===== src/rtl/radar_frame_scheduler_pkg.sv =====
// Shared types for the radar frame scheduler.
//   state_t      : scheduler FSM encoding (IDLE=0 .. GAP=4)
//   frame_desc_t : packed 48-bit frame descriptor, as stored in the queue
//   desc_valid() : descriptor sanity check applied when a descriptor is popped
package radar_timing_pkg;

    localparam int PERIOD_W  = 16;
    localparam int WIDTH_W   = 16;
    localparam int NUM_PRI_W = 8;
    localparam int REPEAT_W  = 8;
    localparam int DESC_W    = PERIOD_W + WIDTH_W + NUM_PRI_W + REPEAT_W;

    typedef enum logic [2:0] {
        ST_IDLE = 3'd0,
        ST_SOF  = 3'd1,
        ST_PRI  = 3'd2,
        ST_EOF  = 3'd3,
        ST_GAP  = 3'd4
    } state_t;

    typedef struct packed {
        logic [PERIOD_W-1:0]  pri_period;
        logic [WIDTH_W-1:0]   pulse_width;
        logic [NUM_PRI_W-1:0] num_pri;
        logic [REPEAT_W-1:0]  rep;
    } frame_desc_t;

    // A pulse must be at least one clock and leave some low time in every PRI.
    function automatic logic desc_valid(frame_desc_t d);
        return (d.pulse_width != '0) && (d.pulse_width < d.pri_period) &&
               (d.num_pri != '0);
    endfunction

endpackage


===== src/rtl/radar_frame_scheduler_if.sv =====
// Host descriptor push bus.
//   cfg_valid/cfg_ready : push handshake (push when both high)
//   cfg_*               : descriptor fields carried with cfg_valid
// master = host side, slave = scheduler side.
interface radar_frame_scheduler_if;
    import radar_timing_pkg::*;

    logic                 cfg_valid;
    logic                 cfg_ready;
    logic [PERIOD_W-1:0]  cfg_pri_period;
    logic [WIDTH_W-1:0]   cfg_pulse_width;
    logic [NUM_PRI_W-1:0] cfg_num_pri;
    logic [REPEAT_W-1:0]  cfg_repeat;

    modport master (
        output cfg_valid, cfg_pri_period, cfg_pulse_width, cfg_num_pri, cfg_repeat,
        input  cfg_ready
    );

    modport slave (
        input  cfg_valid, cfg_pri_period, cfg_pulse_width, cfg_num_pri, cfg_repeat,
        output cfg_ready
    );

endinterface


===== src/rtl/radar_frame_scheduler_cfg_fifo.sv =====
// radar_cfg_fifo: synchronous DEPTH x WIDTH first-word-fall-through FIFO.
//   clk, reset : clock, synchronous active-high reset (flushes pointers/level)
//   push, din  : write request and data (ignored when full)
//   pop        : read request (ignored when empty); dout always shows the head
//   level      : number of stored words, full = (level == DEPTH)
module radar_cfg_fifo #(
    parameter  int DEPTH = 4,
    parameter  int WIDTH = 48,
    localparam int AW    = $clog2(DEPTH),
    localparam int LW    = AW + 1
) (
    input  logic             clk,
    input  logic             reset,
    input  logic             push,
    input  logic [WIDTH-1:0] din,
    input  logic             pop,
    output logic [WIDTH-1:0] dout,
    output logic [LW-1:0]    level,
    output logic             full
);

    logic [WIDTH-1:0] mem [DEPTH];
    logic [AW-1:0]    wr_ptr;
    logic [AW-1:0]    rd_ptr;
    logic             do_push;
    logic             do_pop;

    assign full    = (level == LW'(DEPTH));
    assign do_push = push && !full;
    assign do_pop  = pop && (level != '0);
    assign dout    = mem[rd_ptr];

    always_ff @(posedge clk) begin
        if (reset) begin
            wr_ptr <= '0;
            rd_ptr <= '0;
            level  <= '0;
        end else begin
            if (do_push) wr_ptr <= wr_ptr + AW'(1);
            if (do_pop)  rd_ptr <= rd_ptr + AW'(1);
            level <= level + LW'(do_push) - LW'(do_pop);
        end
    end

    // Storage needs no reset; level gates what is visible.
    always_ff @(posedge clk) begin
        if (do_push) mem[wr_ptr] <= din;
    end

endmodule


===== src/rtl/radar_frame_scheduler.sv =====
// radar_frame_scheduler: plays queued frame descriptors as SOF / PRI / EOF
// strobes, followed by a fixed inter-frame gap.
//   clk, reset        : clock, synchronous active-high reset
//   run               : level, allows new frames / repeats to start
//   abort             : pulse, kills the current frame (ignored in IDLE)
//   cfg               : descriptor push bus (slave side)
//   start_of_frame, pulse_repetition_interval, end_of_frame : timing strobes
//   busy              : FSM not in IDLE
//   queue_level       : descriptors waiting in the queue
//   frame_count       : frames that reached the end of EOF (wraps)
//   cfg_err / aborted : one-cycle status pulses
module radar_frame_scheduler
    import radar_timing_pkg::*;
#(
    parameter  int SOF_CYCLES = 40,
    parameter  int EOF_CYCLES = 120,
    parameter  int GAP_CYCLES = 16,
    parameter  int DEPTH      = 4,
    localparam int LW         = $clog2(DEPTH) + 1
) (
    input  logic                    clk,
    input  logic                    reset,
    input  logic                    run,
    input  logic                    abort,
    radar_frame_scheduler_if.slave  cfg,
    output logic                    start_of_frame,
    output logic                    pulse_repetition_interval,
    output logic                    end_of_frame,
    output logic                    busy,
    output logic [LW-1:0]           queue_level,
    output logic [15:0]             frame_count,
    output logic                    cfg_err,
    output logic                    aborted
);

    frame_desc_t          head;
    logic [DESC_W-1:0]    fifo_dout;
    logic                 fifo_full;
    logic                 pop;

    state_t               state, state_n;
    logic [31:0]          cnt, cnt_n;           // SOF/EOF/GAP dwell counter
    logic [PERIOD_W-1:0]  phase, phase_n;
    logic [NUM_PRI_W-1:0] pri_idx, pri_idx_n;
    logic [REPEAT_W-1:0]  rep_left, rep_left_n;
    logic [PERIOD_W-1:0]  act_period, act_period_n;
    logic [WIDTH_W-1:0]   act_width, act_width_n;
    logic [NUM_PRI_W-1:0] act_num, act_num_n;
    logic [15:0]          frame_count_n;
    logic                 cfg_err_n;
    logic                 aborted_n;

    radar_cfg_fifo #(
        .DEPTH (DEPTH),
        .WIDTH (DESC_W)
    ) u_fifo (
        .clk   (clk),
        .reset (reset),
        .push  (cfg.cfg_valid),
        .din   ({cfg.cfg_pri_period, cfg.cfg_pulse_width, cfg.cfg_num_pri, cfg.cfg_repeat}),
        .pop   (pop),
        .dout  (fifo_dout),
        .level (queue_level),
        .full  (fifo_full)
    );

    assign head          = frame_desc_t'(fifo_dout);
    assign cfg.cfg_ready = !fifo_full;

    always_ff @(posedge clk) begin
        if (reset) begin
            state       <= ST_IDLE;
            cnt         <= '0;
            phase       <= '0;
            pri_idx     <= '0;
            rep_left    <= '0;
            act_period  <= '0;
            act_width   <= '0;
            act_num     <= '0;
            frame_count <= '0;
            cfg_err     <= 1'b0;
            aborted     <= 1'b0;
        end else begin
            state       <= state_n;
            cnt         <= cnt_n;
            phase       <= phase_n;
            pri_idx     <= pri_idx_n;
            rep_left    <= rep_left_n;
            act_period  <= act_period_n;
            act_width   <= act_width_n;
            act_num     <= act_num_n;
            frame_count <= frame_count_n;
            cfg_err     <= cfg_err_n;
            aborted     <= aborted_n;
        end
    end

    always_comb begin
        state_n       = state;
        cnt_n         = cnt;
        phase_n       = phase;
        pri_idx_n     = pri_idx;
        rep_left_n    = rep_left;
        act_period_n  = act_period;
        act_width_n   = act_width;
        act_num_n     = act_num;
        frame_count_n = frame_count;
        cfg_err_n     = 1'b0;
        aborted_n     = 1'b0;
        pop           = 1'b0;

        if (abort && state != ST_IDLE) begin
            // Remaining repeats die with the frame; queue is left untouched.
            state_n   = ST_IDLE;
            aborted_n = 1'b1;
        end else begin
            case (state)
                ST_IDLE: begin
                    if (run && queue_level != '0) begin
                        pop = 1'b1;
                        if (desc_valid(head)) begin
                            act_period_n = head.pri_period;
                            act_width_n  = head.pulse_width;
                            act_num_n    = head.num_pri;
                            rep_left_n   = head.rep;
                            state_n      = ST_SOF;
                            cnt_n        = '0;
                            phase_n      = '0;
                        end else begin
                            cfg_err_n = 1'b1;
                        end
                    end
                end
                ST_SOF: begin
                    if (cnt == 32'(SOF_CYCLES - 1)) begin
                        state_n   = ST_PRI;
                        phase_n   = '0;
                        pri_idx_n = '0;
                    end else begin
                        cnt_n = cnt + 32'd1;
                    end
                end
                ST_PRI: begin
                    if (phase == act_period - 16'd1) begin
                        phase_n = '0;
                        if (pri_idx == act_num - 8'd1) begin
                            state_n = ST_EOF;
                            cnt_n   = '0;
                        end else begin
                            pri_idx_n = pri_idx + 8'd1;
                        end
                    end else begin
                        phase_n = phase + 16'd1;
                    end
                end
                ST_EOF: begin
                    if (cnt == 32'(EOF_CYCLES - 1)) begin
                        state_n       = ST_GAP;
                        cnt_n         = '0;
                        frame_count_n = frame_count + 16'd1;
                    end else begin
                        cnt_n = cnt + 32'd1;
                    end
                end
                ST_GAP: begin
                    if (cnt == 32'(GAP_CYCLES - 1)) begin
                        cnt_n = '0;
                        // run low at the end of the gap drops the remaining repeats.
                        if (rep_left != '0 && run) begin
                            rep_left_n = rep_left - 8'd1;
                            state_n    = ST_SOF;
                        end else begin
                            state_n = ST_IDLE;
                        end
                    end else begin
                        cnt_n = cnt + 32'd1;
                    end
                end
                default: state_n = ST_IDLE;
            endcase
        end
    end

    assign start_of_frame            = (state == ST_SOF);
    assign end_of_frame              = (state == ST_EOF);
    assign pulse_repetition_interval = (state == ST_PRI) && (phase < act_width);
    assign busy                      = (state != ST_IDLE);

endmodule


===== src/flat_wrapper.sv =====
// flat-port wrapper written by rule: the top's interface ports become plain ports
module radar_frame_scheduler_flat import radar_timing_pkg::*;
#(
    parameter  int SOF_CYCLES = 40,
    parameter  int EOF_CYCLES = 120,
    parameter  int GAP_CYCLES = 16,
    parameter  int DEPTH      = 4,
    localparam int LW         = $clog2(DEPTH) + 1
)
  (clk, reset, run, abort, start_of_frame, pulse_repetition_interval, end_of_frame, busy, queue_level, frame_count, cfg_err, aborted, cfg_cfg_valid, cfg_cfg_pri_period, cfg_cfg_pulse_width, cfg_cfg_num_pri, cfg_cfg_repeat, cfg_cfg_ready);
  radar_frame_scheduler_if cfg_i ();
  input  logic clk;
  input  logic reset;
  input  logic run;
  input  logic abort;
  output logic start_of_frame;
  output logic pulse_repetition_interval;
  output logic end_of_frame;
  output logic busy;
  output logic [LW-1:0] queue_level;
  output logic [15:0] frame_count;
  output logic cfg_err;
  output logic aborted;
  input wire logic [$bits(cfg_i.cfg_valid)-1:0] cfg_cfg_valid;
  input wire logic [$bits(cfg_i.cfg_pri_period)-1:0] cfg_cfg_pri_period;
  input wire logic [$bits(cfg_i.cfg_pulse_width)-1:0] cfg_cfg_pulse_width;
  input wire logic [$bits(cfg_i.cfg_num_pri)-1:0] cfg_cfg_num_pri;
  input wire logic [$bits(cfg_i.cfg_repeat)-1:0] cfg_cfg_repeat;
  output wire logic [$bits(cfg_i.cfg_ready)-1:0] cfg_cfg_ready;
  assign cfg_i.cfg_valid = cfg_cfg_valid;
  assign cfg_i.cfg_pri_period = cfg_cfg_pri_period;
  assign cfg_i.cfg_pulse_width = cfg_cfg_pulse_width;
  assign cfg_i.cfg_num_pri = cfg_cfg_num_pri;
  assign cfg_i.cfg_repeat = cfg_cfg_repeat;
  assign cfg_cfg_ready = cfg_i.cfg_ready;
  radar_frame_scheduler #(.SOF_CYCLES(SOF_CYCLES), .EOF_CYCLES(EOF_CYCLES), .GAP_CYCLES(GAP_CYCLES), .DEPTH(DEPTH)) u_core (.clk(clk), .reset(reset), .run(run), .abort(abort), .cfg(cfg_i), .start_of_frame(start_of_frame), .pulse_repetition_interval(pulse_repetition_interval), .end_of_frame(end_of_frame), .busy(busy), .queue_level(queue_level), .frame_count(frame_count), .cfg_err(cfg_err), .aborted(aborted));
endmodule

===== config.mk =====
export PLATFORM = sky130hd
export DESIGN_NAME = radar_frame_scheduler_flat
export DESIGN_NICKNAME = d
export VERILOG_FILES = /design/src/rtl/radar_frame_scheduler_pkg.sv /design/src/rtl/radar_frame_scheduler_if.sv /design/src/rtl/radar_frame_scheduler_cfg_fifo.sv /design/src/rtl/radar_frame_scheduler.sv /design/src/flat_wrapper.sv
export SDC_FILE = /design/constraint.sdc
export NUM_CORES = 1
export LEC_CHECK = 0
export BUFFER_PORTS_ARGS = -buffer_cell sky130_fd_sc_hd__clkbuf_2
export CORE_AREA = 2 2 143 172
export DETAILED_ROUTE_END_ITERATION = 12
export DIE_AREA = 0 0 145 174
export PLACE_DENSITY_LB_ADDON = 0.05
export SYNTH_ARGS = -nofsm -noshare
export SYNTH_HDL_FRONTEND = slang
export SYNTH_SLANG_ARGS = --single-unit

===== constraint.sdc =====
create_clock -name clk -period 12.4 [get_ports clk]
set_clock_uncertainty 0.05 [all_clocks]
set_input_delay 3.72 -clock clk [delete_from_list [all_inputs] [get_ports clk]]
set_output_delay 3.72 -clock clk [all_outputs]
set_load 0.05 [all_outputs]

Word level (Yosys, flattened, before mapping)
Memories as Yosys holds them, arrays and structs flattened. A register that Yosys moved wholly into a read port is not among the register bits.
Cells that the tools add are included.
W data, S select, Z words.
{"block": "totals", "n_memories": 1, "ff_bits": 132, "mem_bits_rw": 192, "elab_cells": 119}
{"block": "classes", "n_eq_ne": 20, "reduce_logical": 28, "magnitude_cmp": 2, "bitwise_logic": 3, "n_addsub": 11, "mux": 40}
{"name": "u_core.u_fifo.mem", "depth": 4, "width": 48, "rd": 1, "rd_clocked_by_memory_dff": 1, "write_ports": 1, "line_no": "radar_frame_scheduler_cfg_fifo.sv:22", "source": "logic [WIDTH-1:0] mem [DEPTH];"}
{"operator": "$mux W32", "count": 7}
{"operator": "$pmux W32 S5", "count": 1}
{"operator": "$mux W16", "count": 4}
{"operator": "$mux W8", "count": 7}
{"operator": "$pmux W16 S3", "count": 1}
{"operator": "$add A16 B1 Y16 const B", "count": 2}
{"operator": "$add A32 B1 Y32 const B", "count": 1}
{"operator": "$eq A32 B4 Y1 const B", "count": 1}
{"operator": "$eq A32 B6 Y1 const B", "count": 1}
{"operator": "$eq A32 B7 Y1 const B", "count": 1}
{"operator": "$lt A16 B16 Y1", "count": 2}
{"operator": "$pmux W8 S2", "count": 2}
{"operator": "$mux W3", "count": 7}
{"operator": "$eq A16 B16 Y1", "count": 1}
{"operator": "$ne A2 B1 Y1 const B", "count": 8}
{"operator": "$reduce_bool A16 Y1", "count": 1}
{"operator": "$reduce_bool A8 Y1", "count": 2}
{"operator": "$sub A16 B1 Y16 const B", "count": 1}
{"operator": "$sub A8 B1 Y8 const B", "count": 2}
{"operator": "$pmux W3 S5", "count": 1}
{"operator": "$reduce_and A7 Y1", "count": 2}
{"operator": "$reduce_and A5 Y1", "count": 2}
{"operator": "$reduce_bool A3 Y1", "count": 3}
{"operator": "$add A8 B1 Y8 const B", "count": 1}
{"operator": "other kinds (21)", "count": 43}

Logic depth before layout (Yosys ltp)
Gate-level depths: netlist (run 1).
{"block": "logic_depth", "word_depth": 8, "ltp_mapped": 16, "ltp_nobuf": 12}

Cells and area by module
Synthesis (run 1) repeated with hierarchy kept, for this count alone.
{"block": "unflattened", "cells_unflattened": 1291, "hier_area_um2": 14893.0}
{"mod": "radar_frame_scheduler", "cells_per_inst": 993, "area_per_inst_um2": 7518.5, "seq_area_each_um2": 2502.4, "instances": 1}
{"mod": "radar_cfg_fifo", "cells_per_inst": 298, "area_per_inst_um2": 7374.6, "seq_area_each_um2": 5945.7, "instances": 1}

Worst setup path after synthesis (run 1)
OpenSTA, ideal clock, no wires.
{"block": "synth_timing", "path_type": "register to output", "startpoint": "reg u_core.phase[1]", "endpoint": "out pulse_repetition_interval", "path_stages_with_launch": 9, "required_ns": 8.630, "path_buffers": 0, "arrival_ns": 2.226, "path_slack_ns": 6.404, "cell_sequence": "dfxtp_1 ha_1 a21o_1 a21o_1 a21o_1 a21o_1 a21oi_1 o21ai_0 a21oi_1"}
{"block": "synth_between", "elab_chain_len": 2}
{"item": "start: declaration", "line_no": "radar_frame_scheduler.sv:43", "source": "logic [PERIOD_W-1:0] phase, phase_n;"}
{"item": "start signal: assignment", "line_no": "radar_frame_scheduler.sv:86", "source": "phase <= phase_n;"}
{"item": "$lt A16 B16 Y1", "line_no": "radar_frame_scheduler.sv:186", "source": "assign pulse_repetition_interval = (state == ST_PRI) && (phase < act_width);"}
{"item": "$logic_and A1 B1 Y1", "line_no": "radar_frame_scheduler.sv:186"}
{"item": "end: declaration", "line_no": "flat_wrapper.sv:17", "source": "output logic pulse_repetition_interval;"}
Every way passes these cells.

Worst setup path after layout (run 1)
{"block": "layout_timing", "startpoint": "reg u_core.phase[14]", "endpoint": "out pulse_repetition_interval"}
The elaborated chain is that of the path after synthesis.

==> out/metrics.csv, run 1 <==
metric;value;unit
status;complete, no violations;
Hold Slack;0.4374;ns
Layout Nets;1500;
Worst Setup Path Type;flip-flop to output port;
Rel. slew slack;35.08;%
# IOs;79;
clk slew on worst S/H paths;0.06;ns
number of synthesized flops with an enable pin;192;
first-pass GRT wire length;53.23;mm
Synth Instances;1341;
# Max-Cap Violations;0;
Mapped Area;15310;µm²
vias in the first global route;10320;
DRT Wirelength;33.00;mm
CP Cell Sequence;ha_1 -> a21o_1 -> a211o_1 -> a31oi_1 -> nor2_1 -> a21oi_1 -> clkbuf_2;
clk buf depth;3;
number of H-tree levels;2;
Hold Path Class;flip-flop to flip-flop;
Yosys cell types;78;
Final setup viols;0;
Worst-Margin Slew;0.9674;ns
register area share after synthesis;55.18;%
Die Y;174;µm
RSZ-0062 raised after global routing;false;
pin count of the biggest net entering global routing;87;
Leak;6.024;nW
CTS Root Cell;clkbuf_16;
Slew Viols, Final;0;
Worst Setup End Kind;output port;
Crit path arrival time;2.65;ns
CP Max Fanout;8;
Post-DP HPWL;21.52;mm
number of synthesis warnings;0;
share of layout cells above drive strength 1;15.90;%
Highest Clock Rate;155.8;MHz
site row count;62;
initial antenna violation count;0;
CTS tree;built;
power density over the cells;209.5;nW/µm²
number of port buffers;78;
Final min period;6.417;ns
Hold Fails Final Rpt;0;
ANT cells;0;
Worst EP required;8.63;ns
critical path's slowest cell;dfxtp_1;
synthesized area per cell;11.42;µm²
element type at the critical path start;flip-flop;
Crit path max-delay family;compound AO/OA/AOI/OAI gates;
Detailed Routing Iterations Pass 1;5;
Buf+Inv Stages, Crit Path;1;
area grow syn2layout;11.54;%
Die Area;25230;µm²
RePlAce Congestion;0.8574;
grt ovf;0;
largest stage delay on the critical path;0.52;ns
Post-Syn Nets;1439;
Final Cycle Share;51.75;%
final setup TNS;0;ns
worst vdd ir;0.0001536;V
Top FF cell, synth;edfxtp_1;
CTS Sinks;326;
drt wl/cell;18.88;µm
via count;10600;
Resize count post-CTS;0;
core box area;23660;µm²
Die W;145;µm
Antenna Nets Post-Route;0;
Synth Register Bits;326;
total track usage;26.25;%
ys async rst share;0;%
final routed DRC violation total;0;
clk_lat worst skew;0.51;ns
cts hold-fix bufs;0;
Initial Util;64.71;%
Starting DRT DRC Count;625;
post-CTS setup repair buffer count;0;
total CTS buffers;34;
Via-to-Cell Ratio;6.064;
cell usage in the layout, fill, tap and decap left out, drive strengths merged, types with 24 or more instances in the layout:
master,count
edfxtp,192
nand2b,41
nand2,59
nor3,51
mux4,48
nor4,28
inv,62
o21ai,50
nand4,24
a21oi,68
xor2,25
nand3,33
xnor2,29
nor2,163
clkbuf,119
ha,44
dfxtp,134
a31oi,31
synthesized netlist by cell type (all sizes together), types with 22 or more instances:
cell    number  area (µm²)
ha          44       550.5
nand3       33       165.2
nor4        28       187.7
nor3        51       265.3
nor2       163       611.8
dfxtp      134        2683
nand2b      41       256.5
clkbuf      46       172.7
inv         61       229.0
and3        22       137.6
a31oi       31       193.9
o21ai       50       250.2
xor2        25       219.0
edfxtp     192        5766
a21oi       68       344.1
nand2       59       221.5
xnor2       29       254.0
nand4       24       165.2
mux4        48        1081
state kept, by name, indices dropped and copies added (netlist names), 3 cells and up, named ones only:
register,flops
u_core.act_period,16
u_core.state,3
u_core.act_width,16
u_core.cnt,32
u_core.pri_idx,8
u_core.rep_left,8
u_core.u_fifo.mem,192
u_core.act_num,8
u_core.u_fifo.level,3
u_core.phase,16
u_core.frame_count,16
routing by layer:
layer	track usage (%)	vias up	wire length (µm)	share of wire, %
met5	0	-	0	0
met4	10.07	0	1124	3.4
met3	3.360	68	1518	4.6
met2	46.35	289	16920	51
met1	33.23	5130	13440	41
li1	-	5112	-	-
logic make-up after synthesis:
family                   after synthesis  share of synthesized area [%]
AND/OR/NAND/NOR                      506                          17.38
flip-flops                           326                          55.18
AO/OA/AOI/OAI                        213                          8.744
buffers and inverters                127                          3.375
multiplexers                          70                          8.507
XOR/XNOR                              54                          3.089
adder cells (fa/ha/maj)               45                          3.726
worst paths after layout:
check	from	end	slack, ns	cells past startpoint
min	u_core.rep_left[6]$_SDFFE_PP0P_	u_core.rep_left[6]$_SDFFE_PP0P_	0.44	2
max	u_core.phase[14]$_SDFFE_PP0P_	pulse_repetition_interval	5.98	7
min reg2reg	u_core.rep_left[6]$_SDFFE_PP0P_	u_core.rep_left[6]$_SDFFE_PP0P_	0.44	2
max reg2reg	flip-flop	u_core.phase[3]$_SDFFE_PP0P_	7.88	12
worst min-delay path: cells and delay by family (launching register included):
kind	cells	cell delay [ns]
AO/OA/AOI/OAI	2	0.13
flip-flops	1	0.30
per-stage QoR:
stage	cell area, µm²	setup slack (ns)	utilization (%)	instances	total power (W)
after global routing	17080	5.855	72.18	1748	0.003769
after floorplan	15310	6.404	-	1341	0.002281
after CTS	17080	5.953	72.18	1748	0.003594
after global placement	15930	6.395	67.33	1686	0.002535
final	17080	5.983	72.18	1748	0.003578
after detailed placement	15930	6.360	67.33	1686	0.002557
layout make-up:
type	count	area, µm²
Sequential cell	326	8453
Fill cell	1655	6583
Multi-Input combinational cell	888	6359
Clock buffer	42	922.1
Timing Repair Buffer	91	490.5
Tap cell	320	400.4
Inverter	61	229.0
Clock inverter	20	224.0
where the power goes:
part           internal, W  switching [W]
sequential         0.00128       0.000115
clock             0.000617       0.000410
combinational     0.000468       0.000685
total              0.00237        0.00121
No activity file was read; power rests on OpenSTA's default activity.
==> run 2: changes to the inputs <==
- CORE_AREA: 2 2 143 172 -> 2 2 154 187
- DIE_AREA: 0 0 145 174 -> 0 0 156 189
- clock period: 12.4 -> 5.2 ns (I/O delays scaled with it)
==> run 2 against run 1 <==
Effect of this change: worst hold slack is essentially flat; design area is 0.41% higher; clock power grew 140%; wire length increased by 2.1%; largest power group unchanged; utilization decreased by 10 points; final cell count up 1.8%.
==> out/metrics.csv, run 2 (synthesis results as in run 1) <==
metric;value;unit;change
initial antenna violation count;0;;unchanged
total track usage;23.19;%;-3.1 points
Hold Fails Final Rpt;0;;unchanged
DRT Wirelength;33.70;mm;+2.1%
CP Cell Sequence;buf_4 -> mux4_2 -> ha_1 -> a21oi_1 -> nor2_1 -> o311ai_0 -> nand4_1 -> o31ai_1 -> nand2_1 -> or4_1 -> a31oi_1;;
total CTS buffers;35;;+2.9%
number of port buffers;78;;unchanged
Largest register FFs;192;;unchanged
Hold Crit Start;u_core.rep_left[6]$_SDFFE_PP0P_;;
Final min period;4.350;ns;
Highest Clock Rate;229.9;MHz;
Via-to-Cell Ratio;5.901;;-2.7%
Final Cycle Share;83.66;%;
CTS Sinks;326;;unchanged
RePlAce Congestion;0.9085;;+6.0%
internal power;0.005656;W;+140%
CTS Root Cell;clkbuf_16;;
# Max-Cap Violations;0;;unchanged
site row count;67;;+8.1%
post-CTS setup repair buffer count;0;;unchanged
grt ovf;0;;unchanged
Slew Viols, Final;0;;unchanged
clk buf depth;3;;unchanged
commonest cells after routing, fill and taps aside;edfxtp_1, nor2_1, dfxtp_1, clkbuf_2, a21oi_1;;
RSZ-0062 raised after global routing;false;;
Biggest register;u_core.u_fifo.mem;;
Antenna Nets Post-Route;0;;unchanged
area grow syn2layout;12.00;%;
Layout Nets;1509;;+0.60%
Initial Util;55.51;%;-9.2 points
worst slack, placed;0.8176;ns;-5.543 ns
Starting DRT DRC Count;759;;+21%
final setup TNS;0;ns;unchanged
pin count of the biggest net entering global routing;103;;+18%
overall power;0.008526;W;+140%
CTS tree;built;;
power density over the cells;497.2;nW/µm²;+140%
# fillers;2235;;+35%
Crit path arrival time;4.72;ns;+2.07 ns
cts hold-fix bufs;0;;unchanged
Post-DP HPWL;22.82;mm;+6.0%
Die Area;29480;µm²;+17%
first-pass GRT wire length;54.18;mm;+1.8%
via count;10500;;-0.95%
CP Max Fanout;26;;+18
worst vdd ir;0.0003308;V;+120%
drt wl/cell;18.95;µm;+0.35%
core box area;27580;µm²;+17%
Flop pwr share;39.0;%;about the same
most common cell after layout, fill and taps aside;edfxtp_1;;
Resize count post-CTS;0;;unchanged
# IOs;79;;unchanged
flip-flop and latch area;8453;µm²;unchanged
Sw Pwr;0.002870;W;+140%
Leak;6.054;nW;+0.49%
hold path depth;2;;unchanged
end of the worst register-to-register path;u_core.phase[4]$_SDFFE_PP0P_;;
ANT cells;0;;unchanged
critical path's slowest cell;o31ai_1;;
Final setup viols;0;;unchanged
Worst-Margin Slew;1.017;ns;+0.04953 ns
worst hold endpoint;u_core.rep_left[6]$_SDFFE_PP0P_;;
Die Y;189;µm;+8.6%
largest stage delay on the critical path;0.70;ns;+0.18 ns
Final WS setup;0.8497;ns;-5.133 ns
design area;17150;µm²;+0.41%
element type at the critical path start;flip-flop;;
R2R Setup Slk;0.85;ns;-7.03 ns
share of layout cells above drive strength 1;16.04;%;+0.14 points
clock power share;28.6;%;about the same
Worst R2R Path Depth;11;;-1
Regs by FF count;u_core.u_fifo.mem (192), u_core.cnt (32);;
clk_lat worst skew;0.52;ns;about the same
Logic pwr share;32.4;%;+0.2 points
Worst EP required;5.57;ns;-3.06 ns
Worst Setup End Kind;flip-flop;;
number of H-tree levels;2;;unchanged
Hold Path Class;flip-flop to flip-flop;;
area used by multi-input combinational logic;6359;µm²;unchanged
Detailed Routing Iterations Pass 1;5;;unchanged
placed cell area;16020;µm²;+0.57%
vias in the first global route;10170;;-1.5%
switch share;33.66;%;-0.17 points
Worst Setup Path Type;flip-flop to flip-flop;;
Rel. slew slack;32.21;%;-2.9 points
clk slew on worst S/H paths;0.06;ns;about the same
final routed DRC violation total;0;;unchanged
Die W;156;µm;+7.6%
status;complete, no violations;;
[run 2: worst max path at each step]
stage	start	endpoint	slack, ns	cells after the start
final	flip-flop	u_core.phase[4]$_SDFFE_PP0P_	0.85	11
after global routing	flip-flop	u_core.phase[4]$_SDFFE_PP0P_	0.44	11
after CTS	flip-flop	u_core.phase[3]$_SDFFE_PP0P_	0.80	11
after detailed placement	flip-flop	u_core.phase[3]$_SDFFE_PP0P_	0.82	11
after global placement	flip-flop	u_core.phase[3]$_SDFFE_PP0P_	0.91	11
after floorplan	flip-flop	u_core.phase[0]$_SDFFE_PP0P_	0.86	15
[run 2: metrics by stage]
stage / utilization (%) / instances / hold WS, ns
floorplan: - / 1341 / 0.3992
global placement: 58.10 / 1719 / 0.4202
detailed placement: 58.10 / 1719 / 0.4278
CTS: 62.17 / 1779 / 0.4364
global route: 62.17 / 1779 / 0.4747
finish: 62.17 / 1779 / 0.4377
[run 2: cell type report]
class / instances / area share (%)
inverters: 61 / 1.335
multi-input cells: 888 / 37.08
clock buffers: 48 / 5.691
flip-flops and latches: 326 / 49.30
clock inverters: 12 / 0.8683
repair buffers: 99 / 3.211
well taps: 345 / 2.517
[run 2: worst max-delay path, delay by kind of cell (launching register included)]
kind	cells	cell delay (ns)
AO/OA/AOI/OAI	4	1.27
adder cells (fa/ha/maj)	1	0.23
buffers and inverters	1	0.30
flip-flops	1	0.69
multiplexers	1	0.57
AND/OR/NAND/NOR	4	1.13
[run 2: power groups by stage]
stage / logic (W) / registers [W] / clock network [W]
after floorplan: 0.00218 / 0.00326 / 0
after detailed placement: 0.00276 / 0.00338 / 0
after global routing: 0.00307 / 0.00337 / 0.00259
final: 0.00276 / 0.00333 / 0.00244
after global placement: 0.00273 / 0.00337 / 0
after CTS: 0.00278 / 0.00333 / 0.00249
[run 2: routing by layer]
layer / part of all wire, % / up-vias / GRT usage [%]
met2: 51 / 176 / 40.55
met5: 0 / - / 0
met4: 2.9 / 0 / 7.375
met1: 43 / 5150 / 30.18
li1: - / 5119 / -
met3: 3.1 / 53 / 2.815
==> run 3: changes to the inputs <==
- ABC_AREA: unset -> 1
- CORE_AREA: 2 2 154 187 -> 2 2 152 183
- DIE_AREA: 0 0 156 189 -> 0 0 154 185
- clock period: 5.2 -> 4.06 ns (I/O delays scaled with it)
==> run 3 against run 2 <==
Effect of this change: via count rose by 26%; design area rose by 5.5%; critical endpoint is now pulse_repetition_interval; clock-buffer cell count grew 4; clock power is 27% higher; highest routed layer unchanged; largest power group is now combinational logic; setup slack got worse by 0.61 ns; die area fell by 3.4%; critical path type is now flip-flop to output port.
==> out/metrics.csv, run 3 <==
metric;value;unit;change
synthesized area per cell;8.443;µm²;-26%
commonest cells after routing, fill and taps aside;nand2_1, nor2_1, edfxtp_1, inv_1, dfxtp_1;;
clock power share;23.6;%;-5.0 points
status;complete, no violations;;
clk slew on worst S/H paths;0.06;ns;about the same
internal power;0.007752;W;+37%
Die W;154;µm;-1.3%
Slew Viols, Final;0;;unchanged
Top FF cell, synth;edfxtp_1;;
Hold Crit Start;u_core.u_fifo.rd_ptr[1]$_SDFFE_PP0P_;;
power density over the cells;722.5;nW/µm²;+45%
Worst EP required;2.79;ns;-2.78 ns
Final min period;3.824;ns;
Largest register FFs;192;;unchanged
# IOs;79;;unchanged
Sw Pwr;0.005320;W;+85%
drt wl/cell;16.46;µm;-13%
worst hold endpoint;u_core.u_fifo.rd_ptr[1]$_SDFFE_PP0P_;;
Die Y;185;µm;-2.1%
DP Cell Count;2299;;+34%
ys async rst share;0;%;unchanged
Rel. slew slack;44.09;%;+12 points
core box area;26840;µm²;-2.7%
Layout Nets;2094;;+39%
ANT cells;0;;unchanged
via count;13270;;+26%
top area cells in the synthesized netlist;edfxtp_1, dfxtp_1, nand2_1;;
Antenna Nets Post-Route;0;;unchanged
Post-Syn Nets;2030;;+41%
Worst Setup End Kind;output port;;
CTS Sinks;326;;unchanged
number of synthesized flops with an enable pin;192;;unchanged
grt ovf;0;;unchanged
Flop pwr share;34.5;%;-4.5 points
worst slack, placed;0.4304;ns;-0.3872 ns
worst vdd ir;0.0004645;V;+40%
Leak;7.265;nW;+20%
Final WS setup;0.2364;ns;-0.6133 ns
pin count of the biggest net entering global routing;85;;-17%
site row count;66;;-1.5%
initial antenna violation count;0;;unchanged
Regs by FF count;u_core.u_fifo.mem (192), u_core.cnt (32);;
CTS tree;built;;
Worst-Margin Slew;0.8374;ns;-0.1795 ns
post-synth top area share;35.35;%;-2.3 points
element type at the critical path start;flip-flop;;
R2R Setup Slk;0.40;ns;-0.45 ns
design area;18090;µm²;+5.5%
Worst R2R Path Depth;17;;+6
# Max-Cap Violations;0;;unchanged
first-pass GRT wire length;62.82;mm;+16%
end of the worst register-to-register path;u_core.rep_left[1]$_SDFFE_PP0P_;;
number of port buffers;78;;unchanged
Synth area leader;edfxtp_1;;
Yosys cell types;51;;-35%
Hold Path Class;flip-flop to flip-flop;;
total CTS buffers;35;;unchanged
register area share after synthesis;51.79;%;-3.4 points
Biggest register;u_core.u_fifo.mem;;
CTS Root Cell;clkbuf_16;;
cts hold-fix bufs;0;;unchanged
Post-DP HPWL;26.61;mm;+17%
Hold Fails Final Rpt;0;;unchanged
DRT Wirelength;38.82;mm;+15%
Synth Register Bits;326;;unchanged
hold path depth;2;;unchanged
Crit path arrival time;2.56;ns;-2.16 ns
vias in the first global route;12730;;+25%
CP Max Fanout;2;;-92%
Synth Instances;1932;;+44%
Worst Setup Path Type;flip-flop to output port;;
placed cell area;16970;µm²;+5.9%
Hold Slack;0.4230;ns;-0.01477 ns
number of H-tree levels;2;;unchanged
Initial Util;60.78;%;+5.3 points
Logic pwr share;41.9;%;+9.5 points
Final setup viols;0;;unchanged
final routed DRC violation total;0;;unchanged
final setup TNS;0;ns;unchanged
most repeated cell in the gate-level netlist after synthesis;nand2_1;;
Finished Layout Cells;2359;;+33%
Detailed Routing Iterations Pass 1;5;;unchanged
Die Area;28490;µm²;-3.4%
Final Cycle Share;94.18;%;
total track usage;27.45;%;+4.3 points
switch share;40.70;%;+7.0 points
area grow syn2layout;10.91;%;
Starting DRT DRC Count;956;;+26%
clk buf depth;3;;unchanged
RSZ-0062 raised after global routing;false;;
share of layout cells above drive strength 1;10.15;%;-5.9 points
most common cell after layout, fill and taps aside;nand2_1;;
number of synthesis warnings;0;;unchanged
top cells by count, synth;nand2_1, nor2_1, edfxtp_1;;
Highest Clock Rate;261.5;MHz;
clk_lat worst skew;0.52;ns;about the same
Via-to-Cell Ratio;5.625;;-4.7%
RePlAce Congestion;0.9120;;+0.39%
Mapped Area;16310;µm²;+6.5%
run 3: changes by cell type after synthesis, sizes merged, moves of 47 or more:
cell   change
nand2    +426
a21oi     +48
nor2      +89
nand3    +101
mux4      -48
o21ai     +47
inv      +116
run 3: area by class of cell:
cell class                      instances  area [µm²]
Clock buffer                           52        1041
Inverter                              180       678.2
Clock inverter                          8       77.57
Multi-Input combinational cell       1349        6805
Sequential cell                       326        8449
Tap cell                              340       425.4
Fill cell                            2247        8747
Timing Repair Buffer                  104       614.3
run 3: logic make-up after synthesis:
logic type	count (synthesis)	share of synthesized area, %
compound gates	261	8.959
xor+xnor	46	2.470
fa+ha+maj	45	3.498
buf+inv	257	6.704
flops	326	51.79
simple gates	997	26.58
run 3: worst max-delay path by stage:
| stage | end | from |
|---|---|---|
| 4_1_cts | pulse_repetition_interval | u_core.act_width[1]$_SDFFE_PP0P_ |
| 2_1_floorplan | u_core.u_fifo.mem[0][0]$_DFFE_PP_ | u_core.u_fifo.level[1]$_SDFF_PP0_ |
| 3_3_place_gp | u_core.rep_left[1]$_SDFFE_PP0P_ | flip-flop |
| 5_1_grt | u_core.rep_left[6]$_SDFFE_PP0P_ | flip-flop |
| 6_report | pulse_repetition_interval | u_core.act_width[1]$_SDFFE_PP0P_ |
| 3_5_place_dp | u_core.rep_left[1]$_SDFFE_PP0P_ | flip-flop |
run 3: through the flow:
step	utilization, %	total power, W
finish	67.41	0.01307
global route	67.41	0.01404
CTS	67.39	0.01311
detailed placement	63.23	0.01000
global placement	63.23	0.009867
floorplan	-	0.008790
run 3: repair_timing:
action                                  4_1_cts  5_1_grt
endpoints found under the setup margin        0        2
gates resized for setup                       0        1
buffers inserted                              0        0
endpoints found under the hold margin         0        0
run 3: per-layer routing:
metal	wire, µm	GRT usage, %	vias to the layer above
met2	18990	48.36	351
met3	2023	3.931	78
met5	0	0	-
met1	16610	34.36	6211
met4	1189	10.54	0
li1	-	-	6630
run 3: power by group through the flow:
stage / logic, W / clock network (W) / registers (W)
CTS: 0.00549 / 0.00313 / 0.00450
finish: 0.00548 / 0.00309 / 0.00451
global placement: 0.00532 / 0 / 0.00455
global route: 0.00622 / 0.00325 / 0.00457
floorplan: 0.00430 / 0 / 0.00450
detailed placement: 0.00544 / 0 / 0.00456
run 3: critical path, cell delays in order, from the launching register on:
cell and delay, ns:
dfxtp_1 0.35, inv_1 0.06, ha_1 0.27, a21boi_0 0.12, o211ai_1 0.16, nand2_1 0.07, nand4_1 0.07, o211ai_1 0.13
a21oi_1 0.15, nor2_1 0.05, nor3_1 0.24, clkbuf_2 0.35
